<file path="src/rtl/dds_wave_gen.sv">
// dds_wave_gen: direct-digital-synthesis waveform generator.
//   A phase accumulator drives a quarter-wave sine LUT and three arithmetic shapes (square,
//   triangle, sawtooth). The result is scaled by a gain and sent out as unsigned offset-binary.
//   New settings are offered through a valid/ready handshake into a shadow register. They become
//   active on a phase wrap, so a single period never mixes two configurations.
// Ports:
//   clk, reset              rising-edge clock, synchronous active-high reset
//   enable                  advance accumulator and produce one sample per cycle
//   cfg_valid / cfg_ready   config handshake; cfg_ready is high while the shadow register is empty
//   freq_control            phase increment per sample
//   phase_offset            phase added before lookup
//   amplitude               gain = (amplitude+1) / 2**AMP_WIDTH
//   mode                    0 sine, 1 square, 2 triangle, 3 sawtooth
//   wave_out / wave_valid   sample output and its strobe (3-cycle latency from the accumulator)
//   cycle_wrap              pulses with the first sample after an accumulator overflow
module dds_wave_gen #(
  parameter int unsigned PHASE_WIDTH    = 16,
  parameter int unsigned LUT_ADDR_WIDTH = 8,
  parameter int unsigned DATA_WIDTH     = 8,
  parameter int unsigned AMP_WIDTH      = 8
) (
  input  logic                   clk,
  input  logic                   reset,
  input  logic                   enable,
  input  logic                   cfg_valid,
  output logic                   cfg_ready,
  input  logic [PHASE_WIDTH-1:0] freq_control,
  input  logic [PHASE_WIDTH-1:0] phase_offset,
  input  logic [AMP_WIDTH-1:0]   amplitude,
  input  logic [1:0]             mode,
  output logic [DATA_WIDTH-1:0]  wave_out,
  output logic                   wave_valid,
  output logic                   cycle_wrap
);

  typedef enum logic [1:0] {ModeSine, ModeSquare, ModeTriangle, ModeSaw} mode_e;

  localparam int unsigned M        = 2 ** (DATA_WIDTH - 1);
  localparam int unsigned LutDepth = 2 ** LUT_ADDR_WIDTH;
  localparam int unsigned ProdW    = DATA_WIDTH + AMP_WIDTH + 2;
  localparam logic [DATA_WIDTH-1:0]        Mid  = DATA_WIDTH'(M);
  localparam logic signed [DATA_WIDTH-1:0] SMax = DATA_WIDTH'(M - 1);
  localparam logic signed [DATA_WIDTH-1:0] SMin = -SMax;

  // Quarter-wave table, sampled at bin centres so the fold needs no special endpoints.
  logic [DATA_WIDTH-1:0] lut [LutDepth];
  for (genvar i = 0; i < LutDepth; i++) begin : g_lut
    localparam real Ang = 3.14159265358979 * (real'(i) + 0.5) / (2.0 * real'(LutDepth));
    localparam int  Val = $rtoi(real'(M - 1) * $sin(Ang) + 0.5);
    assign lut[i] = DATA_WIDTH'(Val);
  end

  // Accumulator and active / shadow configuration
  logic [PHASE_WIDTH-1:0] acc_q, freq_q, offset_q, sh_freq_q, sh_offset_q;
  logic [AMP_WIDTH-1:0]   amp_q, sh_amp_q;
  mode_e                  mode_q, sh_mode_q;
  logic                   wrap_q, sh_full_q;

  // Pipeline: S1 = folded address / top phase bits, S2 = LUT data / shape value
  logic                      valid1_q, wrap1_q, neg1_q;
  logic [LUT_ADDR_WIDTH-1:0] addr1_q;
  logic [DATA_WIDTH:0]       pt1_q;
  mode_e                     mode1_q;
  logic [AMP_WIDTH-1:0]      amp1_q, amp2_q;
  logic                      valid2_q, wrap2_q, neg2_q, sine2_q;
  logic [DATA_WIDTH-1:0]     lut2_q;
  logic signed [DATA_WIDTH-1:0] alt2_q;

  logic [PHASE_WIDTH:0]         acc_sum;
  logic                         carry, xfer, accept;
  logic [PHASE_WIDTH-1:0]       p0;
  logic [1:0]                   quad0;
  logic [LUT_ADDR_WIDTH-1:0]    a0, addr0;
  logic [DATA_WIDTH-1:0]        tri_t;
  logic signed [DATA_WIDTH-1:0] tri_s, saw_s, alt_s, slut, s3;
  logic [AMP_WIDTH:0]           gain;
  logic signed [ProdW-1:0]      prod, scaled;
  logic [DATA_WIDTH-1:0]        wave_next;
  logic                         unused_bits;

  assign cfg_ready = ~sh_full_q;

  always_comb begin
    acc_sum = {1'b0, acc_q} + {1'b0, freq_q};
    carry   = enable & acc_sum[PHASE_WIDTH];
    // Idle or zero-frequency generators never wrap, so apply the shadow at once there.
    xfer    = sh_full_q & (~enable | (freq_q == '0) | carry);
    accept  = cfg_valid & ~sh_full_q;

    p0    = acc_q + offset_q;
    quad0 = p0[PHASE_WIDTH-1 -: 2];
    a0    = p0[PHASE_WIDTH-3 -: LUT_ADDR_WIDTH];
    addr0 = quad0[0] ? ~a0 : a0;

    // pt1_q holds p[MSB] followed by the next DATA_WIDTH bits
    tri_t = pt1_q[DATA_WIDTH] ? ~pt1_q[DATA_WIDTH-1:0] : pt1_q[DATA_WIDTH-1:0];
    tri_s = $signed({~tri_t[DATA_WIDTH-1], tri_t[DATA_WIDTH-2:0]});       // t - M
    saw_s = $signed({~pt1_q[DATA_WIDTH], pt1_q[DATA_WIDTH-1:1]});         // t - M
    alt_s = '0;
    unique case (mode1_q)
      ModeSquare:   alt_s = pt1_q[DATA_WIDTH] ? SMin : SMax;
      ModeTriangle: alt_s = (tri_s < SMin) ? SMin : tri_s;
      ModeSaw:      alt_s = (saw_s < SMin) ? SMin : saw_s;
      default:      alt_s = '0;
    endcase

    slut      = $signed(lut2_q);
    s3        = sine2_q ? (neg2_q ? -slut : slut) : alt2_q;
    gain      = {1'b0, amp2_q} + {{AMP_WIDTH{1'b0}}, 1'b1};
    prod      = ProdW'(s3) * ProdW'($signed({1'b0, gain}));
    scaled    = prod >>> AMP_WIDTH;  // floors toward -inf
    wave_next = Mid + scaled[DATA_WIDTH-1:0];
  end

  assign unused_bits = ^{p0, scaled};

  always_ff @(posedge clk) begin
    if (reset) begin
      acc_q       <= '0;
      wrap_q      <= 1'b0;
      freq_q      <= '0;
      offset_q    <= '0;
      amp_q       <= '1;
      mode_q      <= ModeSine;
      sh_full_q   <= 1'b0;
      sh_freq_q   <= '0;
      sh_offset_q <= '0;
      sh_amp_q    <= '0;
      sh_mode_q   <= ModeSine;
      valid1_q    <= 1'b0;
      wrap1_q     <= 1'b0;
      neg1_q      <= 1'b0;
      addr1_q     <= '0;
      pt1_q       <= '0;
      mode1_q     <= ModeSine;
      amp1_q      <= '0;
      valid2_q    <= 1'b0;
      wrap2_q     <= 1'b0;
      neg2_q      <= 1'b0;
      sine2_q     <= 1'b0;
      lut2_q      <= '0;
      alt2_q      <= '0;
      amp2_q      <= '0;
      wave_out    <= Mid;
      wave_valid  <= 1'b0;
      cycle_wrap  <= 1'b0;
    end else begin
      if (enable) begin
        acc_q  <= acc_sum[PHASE_WIDTH-1:0];
        wrap_q <= acc_sum[PHASE_WIDTH];
      end
      if (xfer) begin
        freq_q    <= sh_freq_q;
        offset_q  <= sh_offset_q;
        amp_q     <= sh_amp_q;
        mode_q    <= sh_mode_q;
        sh_full_q <= 1'b0;
      end else if (accept) begin
        sh_freq_q   <= freq_control;
        sh_offset_q <= phase_offset;
        sh_amp_q    <= amplitude;
        sh_mode_q   <= mode_e'(mode);
        sh_full_q   <= 1'b1;
      end

      // Mode and gain ride along with each sample so a cfg swap never splits one.
      valid1_q <= enable;
      wrap1_q  <= enable & wrap_q;
      neg1_q   <= quad0[1];
      addr1_q  <= addr0;
      pt1_q    <= p0[PHASE_WIDTH-1 -: DATA_WIDTH+1];
      mode1_q  <= mode_q;
      amp1_q   <= amp_q;

      valid2_q <= valid1_q;
      wrap2_q  <= wrap1_q;
      neg2_q   <= neg1_q;
      sine2_q  <= (mode1_q == ModeSine);
      lut2_q   <= lut[addr1_q];
      alt2_q   <= alt_s;
      amp2_q   <= amp1_q;

      if (valid2_q) wave_out <= wave_next;
      wave_valid <= valid2_q;
      cycle_wrap <= valid2_q & wrap2_q;
    end
  end

endmodule

</file>
<file path="config.mk">
export PLATFORM = sky130hd
export DESIGN_NAME = dds_wave_gen
export DESIGN_NICKNAME = d
export VERILOG_FILES = /design/src/rtl/dds_wave_gen.sv
export SDC_FILE = /design/constraint.sdc
export NUM_CORES = 1
export LEC_CHECK = 0
export ABC_AREA = 1
export CORE_MARGIN = 8
export CORE_UTILIZATION = 59
export CTS_CLUSTER_SIZE = 24
export DETAILED_ROUTE_END_ITERATION = 16
export HOLD_SLACK_MARGIN = 0.08
export PLACE_DENSITY = 0.8
export SYNTH_ARGS = -nofsm -noshare
export SYNTH_HDL_FRONTEND = slang
export SYNTH_SLANG_ARGS = --single-unit
</file>
<file path="constraint.sdc">
create_clock -name clk -period 6 [get_ports clk]
set_input_delay 0.6 -clock clk [delete_from_list [all_inputs] [get_ports clk]]
set_output_delay 0.6 -clock clk [all_outputs]
set_load 0.005 [all_outputs]
</file>
# Yosys cells after proc, flatten, opt, wreduce, memory -nomap -nowiden
# Memory sizes are Yosys's and may differ from the RTL's. A register that Yosys moved wholly into a read port is not among the register bits.
# Cells that the tools add are included.
classes:
  addsub: 5
  mul: 1
  n_lt_le_gt_ge: 2
  n_eq_ne: 3
  n_mux: 8
  bitwise: 15
  reduce_logical: 4
op_table:
  columns: ["op", "n"]
  rows:
  - ["$mux 8", 7]
  - ["$pmux 8 s3", 1]
  - ["$add 16x16->17", 1]
  - ["$add 16x16->16", 1]
  - ["$logic_not 16->1", 1]
  - ["$lt 8x8->1 const B", 2]
  - ["$mul 8x10->16", 1]
  - ["$not 8->8", 2]
  - ["$add 8x1->9 const B", 1]
  - ["$not 8->9", 1]
  - ["$add 8x8->8 const A", 1]
  - ["$neg 8->8", 1]
  - ["$and 1x1->1", 5]
  - ["$not 1->1", 5]
  - ["$eq 2x2->1 const B", 2]
  - ["$eq 2x1->1 const B", 1]
  - ["$logic_not 2->1", 1]
  - ["$or 1x1->1", 2]
  - ["$reduce_and 2->1", 1]
  - ["$reduce_or 2->1", 1]
totals:
  reg_bits: 162
  rom_bits: 2048
  inputBits: 46
  output_inout_bits: 11
  memories: 1
memory_table:
  columns: ["name", "words", "width", "rd", "rd_clocked_by_memory_dff", "write_ports", "line_no", "rtl"]
  rows:
  - ["(name not given)", 256, 8, 1, 1, 0, "179", "lut2_q <= lut[addr1_q];"]

# Depth between registers and ports, before layout
# Gate-level depths: netlist (run 1).
logic_depth:
  ltp_word: 6
  depth_mapped: 27
  depth_no_buf: 27

# Least setup slack after synthesis (run 1)
# No wires, ideal clock.
synth_timing:
  path_type: "register to register"
  startpoint: "register lut2_q[1]"
  endpoint: "register wave_out[7]"
  setup_ns: 0.115
  t_arrival_ns: 4.563
  required_ns: 5.885
  path_slack_ns: 1.322
  path_stages_with_launch: 25
  n_path_buf: 0
  synth_period_minus_slack_ns: 4.678
  path_cell_list: "dfxtp_1 -> inv_1 -> ha_1 -> nand3_1 -> o21ai_0 -> xor2_1 -> nand2_1 -> o21ai_1 -> nor2_1 -> fa_1 -> inv_1 -> fa_1 -> inv_1 -> fa_1 -> inv_1 -> fa_1 -> inv_1 -> ha_1 -> nand2_1 -> o21ai_0 -> nand2_1 -> nand3_1 -> nand3_1 -> nand3_1 -> nand2_1"
synth_between:
  elab_chain_cells: 5
synth_lines:
  columns: ["item", "line_no", "rtl"]
  rows:
  - ["start: declaration", "66", "logic [DATA_WIDTH-1:0] lut2_q;"]
  - ["$neg 8->8", "108", "s3 = sine2_q ? (neg2_q ? -slut : slut) : alt2_q;"]
  - ["$mux 8 (*) (2 in series)", "108", null]
  - ["$mul 8x10->16 (*)", "110", "prod = ProdW'(s3) * ProdW'($signed({1'b0, gain}));"]
  - ["$add 8x8->8 (*)", "112", "wave_next = Mid + scaled[DATA_WIDTH-1:0];"]
  - ["end signal: assignment", "144", "wave_out <= Mid;"]
  - ["end signal: assignment", "183", "if (valid2_q) wave_out <= wave_next;"]
  - ["end: declaration", "31", "output logic [DATA_WIDTH-1:0] wave_out,"]
# Every way passes the cells marked *; elsewhere a longest branch is shown, timed or not.
# A chain may end at the register's enable or synchronous reset.

# Worst setup path in the final report (run 1)
layout_timing:
  startpoint: "register amp2_q[0]"
  endpoint: "register wave_out[7]"
layout_between:
  elab_chain_cells: 3
layout_lines:
  columns: ["item", "line_no", "rtl"]
  rows:
  - ["start: declaration", "64", "logic [AMP_WIDTH-1:0] amp1_q, amp2_q;"]
  - ["start signal: assignment", "181", "amp2_q <= amp1_q;"]
  - ["$add 8x1->9", "109", "gain = {1'b0, amp2_q} + {{AMP_WIDTH{1'b0}}, 1'b1};"]
  - ["$mul 8x10->16", "110", null]
  - ["$add 8x8->8", "112", null]
# Every way passes these cells.

==> results by group, run 1 <==
Run status
  – Status: completed

Floorplan
  – Die ar.: 24320 µm²
  – I/O pins: 57
  – Core box area: 19330 µm²
  – Die Wd: 155.9 µm
  – Die Ht: 155.9 µm
  – Starting Density: 59.76%
  – Rows: 51

Synth
  – Yosys cell types: 42
  – Syn Area/Cell: 6.737 µm²
  – Top_reg_cell synth: dfxtp_1
  – Synthesized Nets: 1884
  – Synth warn: 0
  – Top cells by count, synth: nand2_1, inv_1, nor2_1
  – Async SR Flop Fraction: 0%
  – EDFF count, synth: 0
  – Syn Inst Count: 1715
  – Most common cell in the synthesized netlist: nand2_1
  – Top post-synthesis cells by area: dfxtp_1, nand2_1, inv_1
  – Yosys top cell area share: 29.11%
  – Seq/Total Area, Yosys: 29.11%
  – Synthesized area: 11550 µm²
  – Yosys reg bits: 168
  – Largest area contributor in the netlist: dfxtp_1

Power
  – Psw: 0.001610 W
  – VDD IR max: 218.3 µV
  – Clock Power Share: 28.2%
  – PD cells: 307.3 nW/µm²
  – Tot Pwr: 0.003941 W
  – Internal: 0.002331 W
  – Leakage Power: 6.458 nW
  – Sequential power share: 35.1%
  – Power share of the combinational group: 36.8%
  – Sw frac: 40.85%

Final layout
  – Fin util: 66.34%
  – Fillers: 1744
  – Nets: 1903
  – Area growth from synthesis to layout: 11.01%
  – Proportion of layout cells with a drive suffix above 1: 4.007%
  – # diodes: 0

Clocking
  – Root Buffer: clkbuf_16
  – Worst-skew pair later-pin latency: 440 ps
  – CTS Buf Count: 17
  – CTS tree: built
  – CTS resizes: 0
  – Htree depth: 4
  – CTS clk-pin slew, worst paths: 80 ps
  – # clock sinks: 168
  – Clock Tree Buf Depth: 2
  – Post-CTS Setup Bufs: 0
  – Hold_buf cts: 0

GRT
  – Initial antenna violation count: 0
  – Largest net degree at the start of global routing: 90
  – Gr usage total: 23.29%
  – Gr ovfl total: 0
  – Vias in the first global route: 9938
  – First-pass GRT wire length: 46830 µm

Routing
  – Drt first pass iters: 5
  – DRT iter0 DRCs: 708
  – Vias per cell: 5.276
  – WL final: 27600 µm
  – Post-DRT Antenna Nets: 0
  – DRC viols: 0
  – Routed vias: 10620
  – DR WL/cell: 13.72 µm

Worst setup path
  – Slowest cell on crit path: dfxtp_1
  – Worst stage delay on the critical path: 560 ps
  – CP top delay family: adder cells
  – Worst Reg-to-Reg Cells: 20
  – Crit Path Max Fanout: 9
  – WP buf/inv: 3
  – Worst R2R Setup Slack: 740 ps
  – WP data required: 6330 ps
  – Crit start category: flop
  – Setup CP Type: reg2reg
  – Worst path cell trace: and3_1, nand3_1, nand3b_1, xor2_1, nand2_1, fa_1, fa_1, inv_1, fa_1, inv_1, fa_1, inv_1, ha_1, nand2_1, o21ai_0, nand2_1, nand3_1, nand3_1, nand3_1, nand2_1
  – Arrival time worst endpoint: 5590 ps
  – CP endpoint kind: flop
  – Reg-to-Reg End: wave_out[7]
  – Reg2reg start: amp2_q[0]

STA
  – Fin. max-slew vios: 0
  – Hold Vio Cnt, Final: 0
  – F_max: 190.1 MHz
  – Final min period: 5260 ps
  – Finish-stage setup viols: 0
  – Clock skew: 15.05 ps
  – RSZ-0062 raised after global routing: no
  – Setup TNS: 0 ps
  – Final Cycle Share: 87.67%
  – Worst Max-Slew Pin Slew: 1095 ps
  – Relative slew slack: 26.76%

Placement
  – Hpwl dp: 20880 µm
  – Routability cong.: 0.9251
  – Port bufs: 56

Worst hold path
  – HP Class: reg2reg
  – HP Start: valid1_q
  – Hold depth: 2
  – Hold Path End: valid2_q

Flow run
  – Max-Cap Viols: 0
## area by class of cell
class,count,area [µm²],share of cell area [%]
inverters,291,1092,8.516
clock inverters,15,196.4,1.532
multi-input cells,1195,6823,53.19
clock buffers,17,425.4,3.317
flip-flops and latches,168,3364,26.23
well taps,265,331.6,2.585
repair buffers,61,593.1,4.624
## worst register-to-register path: stages (launching register included)
cell and delay, ps:
dfxtp_1 560, and3_1 290, nand3_1 130, nand3b_1 200, xor2_1 460, nand2_1 150, fa_1 500, fa_1 490
inv_1 50, fa_1 520, inv_1 50, fa_1 530, inv_1 50, ha_1 350, nand2_1 120, o21ai_0 280
nand2_1 90, nand3_1 110, nand3_1 90, nand3_1 90, nand2_1 60
## kinds of logic after synthesis
family,count (synthesis),share of synthesized area [%]
simple gates,768,27.70
buf+inv,352,11.86
compound gates,278,13.31
flops,168,29.11
fa+ha+maj,123,16.05
xor+xnor,26,1.971
## cell usage in the layout (no fill, tap or decap), types with 2 or more instances in the layout
cell / n
a21oi_1: 118
xnor2_1: 11
inv_8: 2
clkdlybuf4s50_1: 55
xor2_1: 15
o211ai_1: 10
clkinv_4: 3
a31oi_1: 5
o21a_1: 3
o31ai_1: 3
buf_4: 5
a311oi_1: 5
ha_1: 81
clkbuf_16: 17
and3_1: 2
and2_1: 2
nor2_1: 249
nand2_2: 6
o221ai_1: 2
fa_1: 42
or2_2: 4
nand3b_1: 4
a21oi_2: 12
nor3_1: 9
o21ai_0: 105
dfxtp_1: 167
o21ai_1: 3
nand3_1: 142
nand2_1: 327
inv_2: 5
nand4_1: 17
a21o_1: 2
inv_1: 286
o22ai_1: 2
clkinv_8: 7
inv_6: 2
o21bai_1: 7
## power by group through the flow
stage | registers [W] | logic [W] | clock network, W
after floorplan | 0.00133 | 0.00115 | 0
after global placement | 0.00140 | 0.00140 | 0
after detailed placement | 0.00140 | 0.00143 | 0
after CTS | 0.00138 | 0.00144 | 0.00113
after global routing | 0.00140 | 0.00166 | 0.00118
final | 0.00138 | 0.00145 | 0.00111
## registers in the layout, summed over array words and instances (netlist names), 7 cells and up
signal	cells
amp1_q	8
amp_q	8
lut2_q	7
amp2_q	8
alt2_q	8
sh_freq_q	16
sh_offset_q	16
sh_amp_q	8
offset_q	16
wave_out	8
freq_q	16
acc_q	16
addr1_q	8
pt1_q	8
## how the worst max path moves through the flow
stage / start / end / slack, ps / cells after the start
2_1_floorplan: lut2_q[1] / wave_out[7] / 1320 / 24
3_3_place_gp: lut2_q[1] / wave_out[7] / 930 / 24
3_5_place_dp: lut2_q[1] / wave_out[7] / 830 / 24
4_1_cts: amp2_q[0] / wave_out[6] / 820 / 21
5_1_grt: lut2_q[1] / wave_out[7] / 370 / 24
6_report: amp2_q[0] / wave_out[7] / 740 / 20
## stage by stage
step           hold slack, ps  setup WS [ps]  instance area, µm²  cells
6_report                409.4          739.8               12830   2012
5_1_grt                 415.8          369.0               12830   2012
4_1_cts                 408.4          822.7               12830   2012
3_5_place_dp            396.2          832.5               12200   1980
3_3_place_gp            396.8          928.5               12200   1980
2_1_floorplan           388.3           1322               11550   1715
## per-layer routing
metal  vias up  track usage, %  wire length [µm]
met3        51           3.213              1624
met4         0           8.503               665
met1      4787           30.43             12470
met2       308           38.47             12850
li1       5469               -                 -
met5         -               0                 0
Power figures use the tool's default switching activity.
==> run 2, diff against run 1 <==
Settings changed: ABC_AREA 1 to unset, PLACE_DENSITY 0.8 to 0.81.
==> run 2 against run 1 <==
Combinational power is 69% lower. Worst setup slack worse by 430 ps. Critical path depth stayed put. Register-to-register slack worse by 430 ps. Synthesized area is 5.7% lower. Via count is 15% lower. Largest cell class unchanged.
==> results by group, run 2 <==
Clocking
  – CTS Buf Count: 17 (unchanged)
  – Root Buffer: clkbuf_16
  – CTS tree: built
  – Htree depth: 4 (unchanged)
  – CTS clk-pin slew, worst paths: 70 ps (about the same)
  – Worst-skew pair later-pin latency: 430 ps (about the same)
  – # clock sinks: 168 (unchanged)
  – Clock Tree Buf Depth: 2 (unchanged)
  – Hold_buf cts: 0 (unchanged)
  – Post-CTS Setup Bufs: 0 (unchanged)

Power
  – Leakage Power: 5.162 nW (-20%)
  – Psw: 0.0007882 W (-51%)
  – VDD IR max: 217.0 µV (-0.59%)
  – PD cells: 225.4 nW/µm² (-27%)
  – Sw frac: 28.72% (-12 points)
  – Power share of the combinational group: 16.3% (-21 points)
  – Clock Power Share: 39.1% (+11 points)
  – Internal: 0.001956 W (-16%)
  – Sequential power share: 44.6% (+9.5 points)

Routing
  – DR WL/cell: 14.97 µm (+9.1%)
  – Routed vias: 9022 (-15%)
  – DRT iter0 DRCs: 540 (-24%)
  – Drt first pass iters: 5 (unchanged)
  – Vias per cell: 5.611 (+6.3%)
  – WL final: 24070 µm (-13%)
  – DRC viols: 0 (unchanged)
  – Post-DRT Antenna Nets: 0 (unchanged)

Floorplan
  – Starting Density: 60.47% (+0.72 points)
  – Core box area: 18020 µm² (-6.8%)
  – Die ar.: 23080 µm² (-5.1%)
  – Die Wd: 151.9 µm (-2.6%)
  – Rows: 49 (-3.9%)
  – I/O pins: 57 (unchanged)
  – Die Ht: 151.9 µm (-2.6%)

Synth
  – Yosys cell types: 65 (+55%)
  – Yosys reg bits: 168 (unchanged)
  – Seq/Total Area, Yosys: 30.85% (+1.7 points)
  – Largest area contributor in the netlist: dfxtp_1
  – Async SR Flop Fraction: 0% (unchanged)
  – Syn Area/Cell: 8.123 µm² (+21%)
  – Top cells by count, synth: nand2_1, dfxtp_1, nor2_1
  – Yosys top cell area share: 30.85% (+1.7 points)
  – EDFF count, synth: 0 (unchanged)
  – Top_reg_cell synth: dfxtp_1
  – Synth warn: 0 (unchanged)
  – Syn Inst Count: 1342 (-22%)
  – Synthesized area: 10900 µm² (-5.7%)
  – Most common cell in the synthesized netlist: nand2_1
  – Top post-synthesis cells by area: dfxtp_1, ha_1, fa_1
  – Synthesized Nets: 1511 (-20%)

GRT
  – Largest net degree at the start of global routing: 74 (-18%)
  – First-pass GRT wire length: 41060 µm (-12%)
  – Gr usage total: 20.71% (-2.6 points)
  – Initial antenna violation count: 0 (unchanged)
  – Gr ovfl total: 0 (unchanged)
  – Vias in the first global route: 8767 (-12%)

Worst setup path
  – Crit Path Max Fanout: 5 (-4)
  – CP top delay family: adder cells
  – Crit start category: flop
  – Worst stage delay on the critical path: 540 ps (-20 ps)
  – Worst path cell trace: or3_1, o31ai_1, xor2_1, nor2_1, a21oi_1, nor2_1, fa_1, fa_1, fa_1, inv_1, fa_1, inv_1, ha_1, o21a_1, o21ai_0, a221oi_2, o31ai_2, a21oi_1, xor2_1, a22o_1
  – Slowest cell on crit path: fa_1
  – CP most frequent cell: fa_1
  – WP buf/inv: 2 (-1)
  – Setup CP Type: reg2reg
  – WP data required: 6320 ps (about the same)
  – Arrival time worst endpoint: 6020 ps (+430 ps)
  – CP endpoint kind: flop
  – Worst R2R Setup Slack: 310 ps (-430 ps)

Final layout
  – Area growth from synthesis to layout: 11.72%
  – Fin util: 67.56% (+1.2 points)
  – Most frequent cells in the layout: nand2_1, dfxtp_1, nor2_1
  – Commonest non-fill, non-tap cell in the layout: nand2_1
  – # diodes: 0 (unchanged)
  – Final Cell Area: 12180 µm² (-5.1%)
  – Nets: 1535 (-19%)
  – Proportion of layout cells with a drive suffix above 1: 5.366% (+1.4 points)

STA
  – Hold Vio Cnt, Final: 0 (unchanged)
  – Clock skew: 12.60 ps (-2.450 ps)
  – Final min period: 5692 ps (+431.4 ps)
  – RSZ-0062 raised after global routing: no
  – Relative slew slack: 33.70% (+6.9 points)
  – F_max: 175.7 MHz (-7.6%)
  – Setup TNS: 0 ps (unchanged)
  – Final Cycle Share: 94.86% (+7.2 points)
  – Finish-stage setup viols: 0 (unchanged)
  – Worst Max-Slew Pin Slew: 991.4 ps (-103.3 ps)
  – Fin. max-slew vios: 0 (unchanged)

Placement
  – DP Area: 11580 µm² (-5.1%)
  – Port bufs: 56 (unchanged)
  – Hpwl dp: 17820 µm (-15%)
  – Routability cong.: 0.9055 (-2.1%)

Run status
  – Status: completed

Worst hold path
  – HP Class: reg2reg

Flow run
  – Max-Cap Viols: 0 (unchanged)
[run 2: cell count changes in the layout (fill, tap and decap cells not counted), moves of 13 or more]
| cell | change |
|---|---|
| buf_4 | +13 |
| xor2_1 | +14 |
| nor2_1 | -104 |
| a21o_1 | +18 |
| nand3_1 | -124 |
| nand2_1 | -118 |
| o21ai_0 | -61 |
| nor2b_1 | +38 |
| inv_1 | -193 |
| xnor2_1 | +18 |
| mux2i_1 | +57 |
| nand2b_1 | +20 |
| nand4_1 | -13 |
[run 2: worst register-to-register path, cell delays in order, from the launching register on]
cell	delay, ps
dfxtp_1	320
or3_1	420
o31ai_1	260
xor2_1	170
nor2_1	50
a21oi_1	350
nor2_1	120
fa_1	490
fa_1	520
fa_1	540
inv_1	50
fa_1	530
inv_1	40
ha_1	320
o21a_1	120
o21ai_0	280
a221oi_2	150
o31ai_2	330
a21oi_1	130
xor2_1	160
a22o_1	230
[run 2: cell type report]
cell class                 instances  area, µm²
clock inverter                    14      153.9
tap                              229      286.5
inverter                          98      367.9
fill                            1535       5847
timing repair buffer              73      685.7
sequential                       168       3363
clock buffer                      18      429.2
multi-input combinational       1008       6892
[run 2: worst paths after layout]
kind,from,end,cells past startpoint
setup / recovery,lut2_q[2],wave_out[6],20
hold / removal,amp1_q[6],amp2_q[6],1
setup reg to reg,lut2_q[2],wave_out[6],20
hold reg to reg,amp1_q[6],amp2_q[6],1
[run 2: cells by family after synthesis]
logic type                 synth area share [%]
and+or+nand+nor                           19.81
AOI/OAI and AO/OA                         15.82
DFF                                       30.85
buffers and inverters                     6.060
adders and majority gates                 17.10
xor gates and xnor gates                  4.913
muxes                                     5.441
[run 2: layer usage]
metal,track usage (%),vias to the layer above,wire [µm]
met3,3.585,42,857
met1,24.52,4237,10450
li1,-,4562,-
met4,7.025,0,478
met2,36.99,181,12290
met5,0,-,0
[run 2: repair_timing]
action                                  in CTS  in global routing
gates resized for setup                      0                  2
hold endpoints to repair                     0                  0
endpoints found under the setup margin       0                  3
[run 2: metrics by stage]
stage	worst slack [ps]	power, W	hold WS (ps)	instances
floorplan	580.5	0.001574	405.7	1342
global placement	330.3	0.001682	411.0	1576
detailed placement	269.2	0.001697	425.5	1576
CTS	241.1	0.002767	437.4	1608
global route	13.98	0.002883	459.4	1608
finish	308.4	0.002745	438.1	1608
[run 2: power groups by stage]
stage | logic (W) | registers [W] | clock network, W
after floorplan | 0.000349 | 0.00123 | 0
after global placement | 0.000436 | 0.00125 | 0
after detailed placement | 0.000448 | 0.00125 | 0
after CTS | 0.000451 | 0.00122 | 0.00109
after global routing | 0.000509 | 0.00123 | 0.00114
final | 0.000448 | 0.00122 | 0.00107
==> variant 1, RTL diff (config.mk and constraints of run 2) <==
The parameter `DATA_WIDTH` goes from 8 to 7.
--- a/src/rtl/dds_wave_gen.sv
+++ b/src/rtl/dds_wave_gen.sv
@@ -16,7 +16,7 @@
 module dds_wave_gen #(
   parameter int unsigned PHASE_WIDTH    = 16,
   parameter int unsigned LUT_ADDR_WIDTH = 8,
-  parameter int unsigned DATA_WIDTH     = 8,
+  parameter int unsigned DATA_WIDTH     = 7,
   parameter int unsigned AMP_WIDTH      = 8
 ) (
   input  logic                   clk,
Ports: changed (resized wave_out); port bits go from 57 to 56. No check against the original RTL was run, so the function may have changed too.
==> variant 1 against run 2 <==
Utilization shrank 0.13 points; worst setup slack gained 0.0057 ns; critical endpoint is now wave_out[5]; design area shrank 9.2%; power shrank 5.5%; critical path depth shrank 1; sequential cell count shrank 4; critical path type unchanged; routed wire length shrank 11%; area after synthesis shrank 9.9%; synthesized cell count shrank 13%.
==> variant 1: results (changes against run 2) <==
- PortBufs: 55 (-1.8%)
- Total track usage: 0.2056 (-0.001487)
- Invs w/o clock: 77 (-21%)
- Worst-path maximum fanout: 9 (+4)
- Post-synthesis sequential area ratio: 0.3343 (+0.02573)
- Reg2reg path depth: 19 (-5.0%)
- Synth unique cells: 70 (+7.7%)
- Share of cells above drive strength 1: 0.04726 (-0.006398)
- Largest net degree at the start of global routing: 78 (+5.4%)
- RR Endpoint: wave_out[5]
- Buffering overhead: 0.05429 (-0.002017)
- Final WL: 21400 um (-11%)
- Worst IR Drop VDD: 0.1892 mV (-13%)
- CP max-delay cell: dfxtp_1
- Hold EP: amp2_q[5]
- Synthesis-stage register bit count: 164 (-2.4%)
- Multi-input gates: 871 (-14%)
- Leak Pwr: 0.004844 uW (-6.2%)
- GPL Wtd Cong: 0.9328 (+3.0%)
- FILL cells: 1324 (-14%)
- DP Wirelength: 15390 um (-14%)
- Fin Clk Skew: 0.01546 ns (+0.002862 ns)
- Area contributors post-synth: dfxtp_1 (33%), ha_1 (9.3%), fa_1 (7.1%)
- Area of the multi-input gates: 6021 sq um (-13%)
- R2R Path Start: amp2_q[0]
- Plain + repair buffers: 62 (-15%)
- Crit path arrival time: 6.01 ns (about the same)
- Vias per inst: 5.668 (+1.0%)
- Status: complete, no violations
- Slew headroom: 0.3832 (+0.04614)
==> variant 1: cell count changes in the layout (fill, tap and decap cells not counted), moves of 10 or more <==
| cell | run 2 | this run |
|---|---|---|
| buf_4 | 18 | 8 |
| mux2i_1 | 57 | 46 |
| o21ai_0 | 44 | 30 |
| nand2_1 | 209 | 124 |
| o21ai_1 | 1 | 12 |
| nor3_1 | 13 | 25 |
| a21oi_1 | 110 | 99 |
| inv_1 | 93 | 74 |
==> variant 1: power by group <==
part	internal (uW)	switching, uW	leakage (uW)
registers	1140	45.5	0.00134
logic	155	201	0.00322
clock network	557	498	0.000286
==> variant 1: through the flow <==
step           std cells  setup slack (ns)  instance area, sq um    util  hold WS, ns
4_1_cts             1426            0.2630                 11050  0.6737       0.4402
5_1_grt             1426          0.002207                 11060  0.6743       0.4635
6_report            1426            0.3141                 11060  0.6743       0.4363
3_5_place_dp        1394            0.3200                 10460  0.6375       0.4212
3_3_place_gp        1394            0.5947                 10460  0.6375       0.4222
2_1_floorplan       1169            0.8637                  9822       -       0.4057
==> variant 1: cell families after synthesis <==
kind of cell             Yosys count  share of synthesized area
AND/OR/NAND/NOR                  423                     0.1957
multiplexers                      49                    0.05172
adder cells (fa/ha/maj)          109                     0.1654
buffers and inverters            134                    0.05401
flip-flops                       164                     0.3343
AO/OA/AOI/OAI                    241                     0.1530
XOR/XNOR                          49                    0.04599
==> variant 1: metal layers <==
layer / GRT usage / vias to the layer above / wire [um]
met5: 0 / - / 0
met4: 0.07259 / 0 / 346
met3: 0.03234 / 34 / 859
met2: 0.3470 / 215 / 10350
met1: 0.2614 / 3796 / 9843
li1: - / 4038 / -
==> variant 1: what timing repair did <==
item	4_1_cts	5_1_grt
gates resized for setup	0	2
setup endpoints to repair	0	3
hold endpoints to repair	0	0
==> variant 2, RTL diff (config.mk and constraints of run 2) <==
Made on the original files. Reset style: asynchronous (`reset`), changed in one clocked block. Comments in the files are not updated.
--- a/src/rtl/dds_wave_gen.sv
+++ b/src/rtl/dds_wave_gen.sv
@@ -114,7 +114,7 @@
 
   assign unused_bits = ^{p0, scaled};
 
-  always_ff @(posedge clk) begin
+  always_ff @(posedge clk or posedge reset) begin
     if (reset) begin
       acc_q       <= '0;
       wrap_q      <= 1'b0;
Check against the original RTL: differs if reset is asserted again (counterexample within 4 cycles, from zero or initial values and one cycle with reset high); with reset held inactive, the same outputs for 4 cycles.
==> variant 2 against run 2 <==
Area after synthesis is 1.6% higher; sequential cell count stayed put; routed wire length is 7.7% lower; die area is 1.4% higher; design area is 1.6% higher; worst setup slack better by 0.053 ns; sequential share of layout area is 6.4 points higher; critical path type unchanged; critical endpoint is now wave_out[6]; largest cell class unchanged; highest routed layer unchanged.
Power is not shown: default switching activity piles up to over one toggle a cycle in this logic, so the estimate is an artifact.
==> variant 2: results (changes against run 2) <==
- Status: complete, no violations
- GPL Wtd Cong: 0.8811 (-2.7%)
- Area contributors post-synth: dfrtp_1 (36%), mux2_2 (9.8%), ha_1 (9.2%)
- First-pass GRT wire length: 38640 um (-5.9%)
- Hold Crit Class: flip-flop to flip-flop
- Synth top cells by count: dfrtp_1 (159), mux2_2 (96), nor2_1 (92)
- Post-synthesis cell count: 1069 (-20%)
- Post-synthesis sequential area ratio: 0.3806 (+0.07205)
- Root Buffer: clkbuf_16
- Critical Path Max Stage Delay: 0.55 ns
- Nets: 1277 (-17%)
- Number of global-route vias before repair: 8244 (-6.0%)
- Total CTS buffers: 17 (unchanged)
- PortBufs: 56 (unchanged)
- Antenna cell count: 0 (unchanged)
- Largest net degree at the start of global routing: 71 (-4.1%)
- DRT Pass-1 Iters: 5 (unchanged)
- Syn_nets: 1238 (-18%)
- Synth unique cells: 72 (+11%)
- Crit path arrival time: 5.99 ns (-0.03 ns)
- CP max-delay cell: fa_1
- Primary FF master, synth: dfrtp_1
- FILL cells: 1361 (-11%)
- Routed len/inst: 16.40 um (+9.5%)
- Post-CTS setup-driven buffer insertion count: 0 (unchanged)
- Hold Path Stages: 0 (-1)
- H-tree Lvls: 4 (unchanged)
- Reg2reg path depth: 20 (unchanged)
- DP Wirelength: 16120 um (-9.5%)
- Final WL: 22220 um (-7.7%)
- Worst-path maximum fanout: 9 (+4)
- Cts repair resizes: 0 (unchanged)
- Synth warn: 0 (unchanged)
- Slew @ Worst Pin: 1.174 ns (+0.1822 ns)
- Vias per inst: 5.900 (+5.2%)
- Delay-heaviest family, CP: adder cells
- Initial drt markers: 656 (+21%)
- Total track usage: 0.1963 (-0.01079)
- Place WS: 0.3579 ns (+0.08869 ns)
- Synth async-reset ratio: 1.000 (+1.000)
- Fin Clk Skew: 0.01382 ns (+0.001219 ns)
- Register clock-pin slew on the reported worst setup and hold paths: 0.06 ns
- Share of cells above drive strength 1: 0.1436 (+0.08996)
- Antenna violations before repair: 0 (unchanged)
- Bufs on Longest Clock Path: 2 (unchanged)
- Worst-Skew Late Latency: 0.43 ns (about the same)
-- variant 2: cell count changes after synthesis, sizes merged, moves of 9 or more --
cell	before	now
nor2	145	92
nand2	209	58
a21oi	111	49
nor2b	39	15
mux2	2	96
dfrtp	0	159
mux2i	57	9
clkbuf	56	26
dfstp	0	9
dfxtp	168	0
a21o	20	11
-- variant 2: worst paths after layout --
kind,start,slack [ns],to
worst min-delay path,amp1_q[6],0.35,amp2_q[6]
worst min register to register,amp1_q[6],0.35,amp2_q[6]
worst max-delay path,lut2_q[0],0.36,wave_out[6]
max in group asynchronous,reset,4.33,offset_q[11]
worst max register to register,lut2_q[0],0.36,wave_out[6]
min in group asynchronous,reset,0.52,sh_amp_q[0]
-- variant 2: cells by family (layout without fill, tap and decap cells) --
| group | count (synthesis) | in the layout | share of synthesized area |
|---|---|---|---|
| buffers and inverters | 134 | 186 | 0.04903 |
| adders and majority gates | 123 | 123 | 0.1674 |
| muxes | 109 | 109 | 0.1142 |
| xor gates and xnor gates | 58 | 58 | 0.04587 |
| and+or+nand+nor | 277 | 277 | 0.1214 |
| AOI/OAI and AO/OA | 200 | 200 | 0.1214 |
| DFF | 168 | 168 | 0.3806 |
-- variant 2: metrics by stage --
stage | area, sq um | util | hold WS (ns)
final | 12380 | 0.6662 | 0.3473
after global routing | 12380 | 0.6662 | 0.3627
after CTS | 12380 | 0.6662 | 0.3490
after detailed placement | 11790 | 0.6347 | 0.3347
after global placement | 11790 | 0.6347 | 0.3320
after floorplan | 11080 | - | 0.3312
-- variant 2: layout make-up --
type	instances	share of cell area
Multi-Input combinational cell	767	0.5110
Inverter	91	0.02800
Clock inverter	10	0.008996
Timing Repair Buffer	63	0.04953
Tap cell	234	0.02365
Sequential cell	168	0.3405
Clock buffer	22	0.03831
-- variant 2: per-layer routing --
metal	global-route usage	share of wire	routed length, um	vias up
met5	0	0	0	-
met4	0.06362	0.018	410	0
met3	0.03750	0.045	990	44
met2	0.3469	0.51	11350	213
met1	0.2375	0.43	9467	3919
li1	-	-	-	3819
